[src/rtl/bus_arbiter.sv]
// Shared-bus arbiter: master has fixed priority and CiMs rotate round-robin.
// Each granted beat is registered onto the bus, with a one-cycle gap between tenures.
module bus_arbiter #(
  parameter int NUM_REQ = 8,
  parameter int DATA_W  = 22,
  parameter int OP_W    = 4,
  parameter int TIMEOUT = 16
) (
  input  logic                                i_gclk,
  input  logic                                i_grst_n,
  input  logic [NUM_REQ-1:0]                  i_req,
  input  logic [NUM_REQ-1:0]                  i_beat_valid,
  input  logic [NUM_REQ-1:0]                  i_beat_last,
  input  logic [NUM_REQ*OP_W-1:0]             i_beat_op,
  input  logic [NUM_REQ*DATA_W-1:0]           i_beat_data,
  input  logic [NUM_REQ*$clog2(NUM_REQ)-1:0]  i_beat_target,
  output logic [NUM_REQ-1:0]                  o_gnt,
  output logic [OP_W-1:0]                     o_bus_op,
  output logic [DATA_W-1:0]                   o_bus_data,
  output logic [$clog2(NUM_REQ)-1:0]          o_bus_target_or_sender,
  output logic [$clog2(NUM_REQ)-1:0]          o_bus_sender,
  output logic                                o_timeout_err
);
  localparam int IW = $clog2(NUM_REQ);
  localparam int CW = (TIMEOUT > 2) ? $clog2(TIMEOUT) : 1;

  typedef enum logic [1:0] {S_IDLE, S_OWN, S_GAP} state_t;

  state_t                 r_state;
  logic [NUM_REQ-1:0]     r_gnt;
  logic [IW-1:0]          r_owner;
  logic [IW-1:0]          r_rr_ptr;
  logic [CW-1:0]          r_idle;
  logic [OP_W-1:0]        r_bus_op;
  logic [DATA_W-1:0]      r_bus_data;
  logic [IW-1:0]          r_bus_tgt;
  logic [IW-1:0]          r_bus_sender;
  logic                   r_timeout_err;

  logic [NUM_REQ-1:0][OP_W-1:0]   w_op;
  logic [NUM_REQ-1:0][DATA_W-1:0] w_data;
  logic [NUM_REQ-1:0][IW-1:0]     w_tgt;
  logic                           w_win_found;
  logic [IW-1:0]                  w_win_idx;
  logic [IW-1:0]                  w_rr_next;
  logic [IW:0]                    w_cand;

  assign w_op   = i_beat_op;
  assign w_data = i_beat_data;
  assign w_tgt  = i_beat_target;

  // CiM search wraps over 1..NUM_REQ-1 only; index 0 is handled by priority.
  always_comb begin
    w_win_found = 1'b0;
    w_win_idx   = '0;
    w_cand      = '0;
    if (i_req[0]) begin
      w_win_found = 1'b1;
    end else begin
      for (int k = 0; k < NUM_REQ-1; k++) begin
        w_cand = {1'b0, r_rr_ptr} + (IW+1)'(k);
        if (w_cand > (IW+1)'(NUM_REQ-1)) w_cand = w_cand - (IW+1)'(NUM_REQ-1);
        if (!w_win_found && i_req[w_cand[IW-1:0]]) begin
          w_win_found = 1'b1;
          w_win_idx   = w_cand[IW-1:0];
        end
      end
    end
  end

  assign w_rr_next = (r_owner == IW'(NUM_REQ-1)) ? IW'(1) : r_owner + IW'(1);

  always_ff @(posedge i_gclk) begin
    if (!i_grst_n) begin
      r_state       <= S_IDLE;
      r_gnt         <= '0;
      r_owner       <= '0;
      r_rr_ptr      <= IW'(1);
      r_idle        <= '0;
      r_bus_op      <= '0;
      r_bus_data    <= '0;
      r_bus_tgt     <= '0;
      r_bus_sender  <= '0;
      r_timeout_err <= 1'b0;
    end else begin
      r_timeout_err <= 1'b0;
      r_bus_op      <= '0;
      unique case (r_state)
        S_IDLE: begin
          if (w_win_found) begin
            r_gnt   <= NUM_REQ'(1) << w_win_idx;
            r_owner <= w_win_idx;
            r_idle  <= '0;
            r_state <= S_OWN;
          end
        end
        S_OWN: begin
          if (i_beat_valid[r_owner]) begin
            r_bus_op     <= w_op[r_owner];
            r_bus_data   <= w_data[r_owner];
            r_bus_tgt    <= w_tgt[r_owner];
            r_bus_sender <= r_owner;
            r_idle       <= '0;
            if (i_beat_last[r_owner]) begin
              r_gnt   <= '0;
              r_state <= S_GAP;
              if (r_owner != '0) r_rr_ptr <= w_rr_next;
            end
          end else if (!i_req[r_owner] || r_idle == CW'(TIMEOUT-1)) begin
            // stalled or abandoned tenure: revoke without driving a beat
            r_gnt         <= '0;
            r_timeout_err <= 1'b1;
            r_state       <= S_GAP;
            if (r_owner != '0) r_rr_ptr <= w_rr_next;
          end else begin
            r_idle <= r_idle + CW'(1);
          end
        end
        S_GAP:   r_state <= S_IDLE;
        default: r_state <= S_IDLE;
      endcase
    end
  end

  assign o_gnt                  = r_gnt;
  assign o_bus_op               = r_bus_op;
  assign o_bus_data             = r_bus_data;
  assign o_bus_target_or_sender = r_bus_tgt;
  assign o_bus_sender           = r_bus_sender;
  assign o_timeout_err          = r_timeout_err;
endmodule

[config.mk]
export PLATFORM = sky130hd
export DESIGN_NAME = bus_arbiter
export DESIGN_NICKNAME = d
export VERILOG_FILES = /design/src/rtl/bus_arbiter.sv
export SDC_FILE = /design/constraint.sdc
export NUM_CORES = 1
export LEC_CHECK = 0
export CAP_MARGIN = 20
export CORE_ASPECT_RATIO = 1.2
export CORE_UTILIZATION = 40
export CTS_CLUSTER_SIZE = 24
export DETAILED_ROUTE_END_ITERATION = 12
export GPL_TIMING_DRIVEN = 0
export PLACE_DENSITY_LB_ADDON = 0.08
export SYNTH_ARGS = -nofsm -noshare
export SYNTH_HDL_FRONTEND = slang
export SYNTH_SLANG_ARGS = --single-unit
[constraint.sdc]
create_clock -name i_gclk -period 4.8 [get_ports i_gclk]
set_input_delay 0.96 -clock i_gclk [delete_from_list [all_inputs] [get_ports i_gclk]]
set_output_delay 0.96 -clock i_gclk [all_outputs]
set_load 0.02 [all_outputs]
==> reports/qor.yml <==
status: "complete, no violations"
fmax_mhz: 229
power.total_w: 0.00167
critPathCaptureType: "flop"
antenna_found_initial: 3
synth_seq_cells: 53
post_drt_via_cell_ratio: 5.93
insertion_delay_ns: 0.30
fp.dieW_um: 107
grt_pass1_vias: 6275
max-cap-violations: 0
cts_tree: "yes"
drt_first_pass_iters: 6
start_util: 0.414
die_h_um: 128
synth_ff_type: "dfxtp_1"
io_buffers: 295
ys_types: 66
reg2reg_to: "o_gnt[5]$_SDFFE_PN0P_"
final-max-slew-violation-count: 0
cp_slowest_cell: "a2111oi_0"
r2r_cells: 14
max_stage_delay_ns: 0.56
cts-root-buf: "clkbuf_16"
coreArea_um2: 12800
avgSynthCellArea_um2: 9.64
vias: 6023
cp_max_fo: 10
ir_worst_vdd_uv: 141
cts_buffers: 5
yosysSeqAreaShare: 0.201
critPathLaunchType: "flop"
hold_viol: 0
wire_per_inst_um: 22.4
hpwlAfterDp_mm: 19.1
antenna_cells: 0
post-route-period-util: 0.909
grt_overflow: 0
tns_ns: 0
fill_cells: 1052
timing.reg2reg.setup_slack_ns: 0.44
io_pins: 299
cts_sinks: 53
die_area_um2: 13700
syn_area_um2: 5290
dp_cells: 1008
fin_nets: 1126
holdPathStages: 2
synthTopCellsByArea: "mux4_2, dfxtp_1, mux2i_1"
first_iter_violations: 358
r2r_start: "r_rr_ptr[1]$_SDFFE_PN0P_"
hp-start: "o_gnt[2]$_SDFFE_PN0P_"
layout-drive-gt1-share: 0.129
area_delta_synth_final_pct: 62.7
p_leak_nw: 3.08
cts.path.max_buffers: 2
ys_warn_count: 0
track_usage: 0.331
min_to: "o_gnt[2]$_SDFFE_PN0P_"
routed_wl_mm: 22.8
drc: 0
yosysTopAreaCell: "mux4_2"
cts_max_level: 2
clk_pin_slew_worst_paths_ns: 0.07
place.gp.congestion: 0.950
path_buf_inv: 5
post_cts.repair.setup_buffers: 0
instances_no_fill: 1016
cts_hold_buf: 0
crit_required_ns: 4.99
rsz0062_at_grt: "false"
synth_edf_count: 0
period_needed_ns: 4.36
grt_max_degree: 19
worstPathCellList: "buf_2 -> inv_1 -> ha_1 -> buf_6 -> buf_8 -> mux2_2 -> mux4_2 -> mux2i_1 -> a21oi_1 -> a2111oi_0 -> o311ai_1 -> a31oi_2 -> inv_1 -> a22o_1"
antenna_left: 0
critPathArrivalTime_ns: 4.56
finalSetupViolations: 0
grt_pass1_wl_mm: 34.1
worst_hold_path_type: "flop to flop"
path_delay_family: "compound AO/OA/AOI/OAI gates"
cp_common_cell: "inv_1"
worst_clock_skew_ns: 0.00834
syn_inst: 549
path_class: "flop to flop"
slew_headroom: 0.328
tightest_slew_ns: 1.01
rows: 45
yosysTopAreaCellShare: 0.298
powerDensity_nw_per_um2: 194
async_flop_share: 0
syn_nets: 824
==> cells in the final DEF (no fill, tap or decap), drive strengths merged, types with 17 or more instances in the layout <==
| cell type | instances |
|---|---|
| a311oi | 25 |
| buf | 19 |
| clkbuf | 31 |
| clkdlybuf4s50 | 295 |
| dfxtp | 53 |
| ha | 17 |
| mux2i | 30 |
| mux4 | 70 |
| nand2 | 77 |
| nor2 | 56 |
| o21ai | 25 |
==> cell usage after synthesis (3+ instances only) <==
cell,n
a211oi_1,4
a21oi_1,10
a22o_1,3
a311oi_1,25
a31oi_1,5
and2_1,6
and3_1,4
buf_1,7
buf_2,7
clkbuf_1,26
dfxtp_1,53
ha_1,17
inv_1,13
mux2_2,6
mux2i_1,30
mux4_2,70
nand2_1,77
nand2b_1,13
nand3_1,9
nor2_1,56
nor2b_1,12
nor3_1,3
nor3b_1,3
o211ai_1,4
o21a_1,3
o21ai_0,19
o21ai_1,5
o311ai_0,3
or4_1,3
xnor2_1,5
==> metal layers <==
metal	wire length (um)	vias up	global-route usage
met4	897	6	0.136
met3	1990	70	0.0752
met2	11400	345	0.579
met5	38	-	0
li1	-	2717	-
met1	8480	2885	0.390
==> flip-flops by register name, summed over array words and instances (netlist names) <==
signal,flops
o_bus_data,22
o_timeout_err,1
r_state,2
r_rr_ptr,3
r_idle,4
o_bus_target_or_sender,3
o_bus_sender,3
o_gnt,8
o_bus_op,4
r_owner,3
==> tightest hold or removal path: stages (launching register included) <==
cell and delay (ns):
dfxtp_1 0.31, nand2_1 0.05, o21ai_1 0.05
==> logic make-up after synthesis <==
| logic type | Yosys count | synth area share |
|---|---|---|
| AOI/OAI and AO/OA | 106 | 0.149 |
| xor gates and xnor gates | 6 | 0.00993 |
| adders and majority gates | 17 | 0.0402 |
| buffers and inverters | 60 | 0.0506 |
| DFF | 53 | 0.201 |
| muxes | 106 | 0.368 |
| and+or+nand+nor | 201 | 0.183 |
==> where the power goes <==
group          switching [W]  total, W  internal (W)
registers          0.0000292  0.000510      0.000481
clock network       0.000183  0.000381      0.000198
logic               0.000339  0.000777      0.000438
==> what timing repair did <==
item                                    4_1_cts  5_1_grt
endpoints found under the setup margin        0        1
resized for setup                             0        1
hold endpoints to repair                      0        0
==> worst max path at each step <==
stage	start	end	slack (ns)	cells after the start
6_report	r_rr_ptr[1]$_SDFFE_PN0P_	o_gnt[5]$_SDFFE_PN0P_	0.44	14
4_1_cts	r_rr_ptr[1]$_SDFFE_PN0P_	o_gnt[5]$_SDFFE_PN0P_	0.38	14
5_1_grt	r_rr_ptr[1]$_SDFFE_PN0P_	o_gnt[5]$_SDFFE_PN0P_	0.16	14
3_3_place_gp	r_rr_ptr[1]$_SDFFE_PN0P_	o_gnt[5]$_SDFFE_PN0P_	0.35	14
3_5_place_dp	r_rr_ptr[1]$_SDFFE_PN0P_	o_gnt[5]$_SDFFE_PN0P_	0.43	14
2_1_floorplan	r_rr_ptr[1]$_SDFFE_PN0P_	r_idle[3]$_SDFFE_PN0P_	1.33	13
==> final cells by class <==
class                   count  area [um2]  area share
multi-input cells         436        3970       0.461
repair buffers            295        2950       0.343
flip-flops and latches     53        1060       0.123
plain buffers              45         211      0.0246
well taps                 164         205      0.0238
inverters                  15        56.3     0.00654
clock inverters             3        26.3     0.00305
clock buffers               5         125      0.0145
==> through the flow <==
step / hold slack (ns) / area, um2 / utilization / setup WS, ns
floorplan: 0.449 / 5290 / - / 1.33
global placement: 0.435 / 8450 / 0.661 / 0.348
detailed placement: 0.442 / 8450 / 0.661 / 0.428
CTS: 0.452 / 8600 / 0.673 / 0.380
global route: 0.476 / 8610 / 0.673 / 0.155
finish: 0.450 / 8610 / 0.673 / 0.437
No activity file was read; power rests on OpenSTA's default activity.
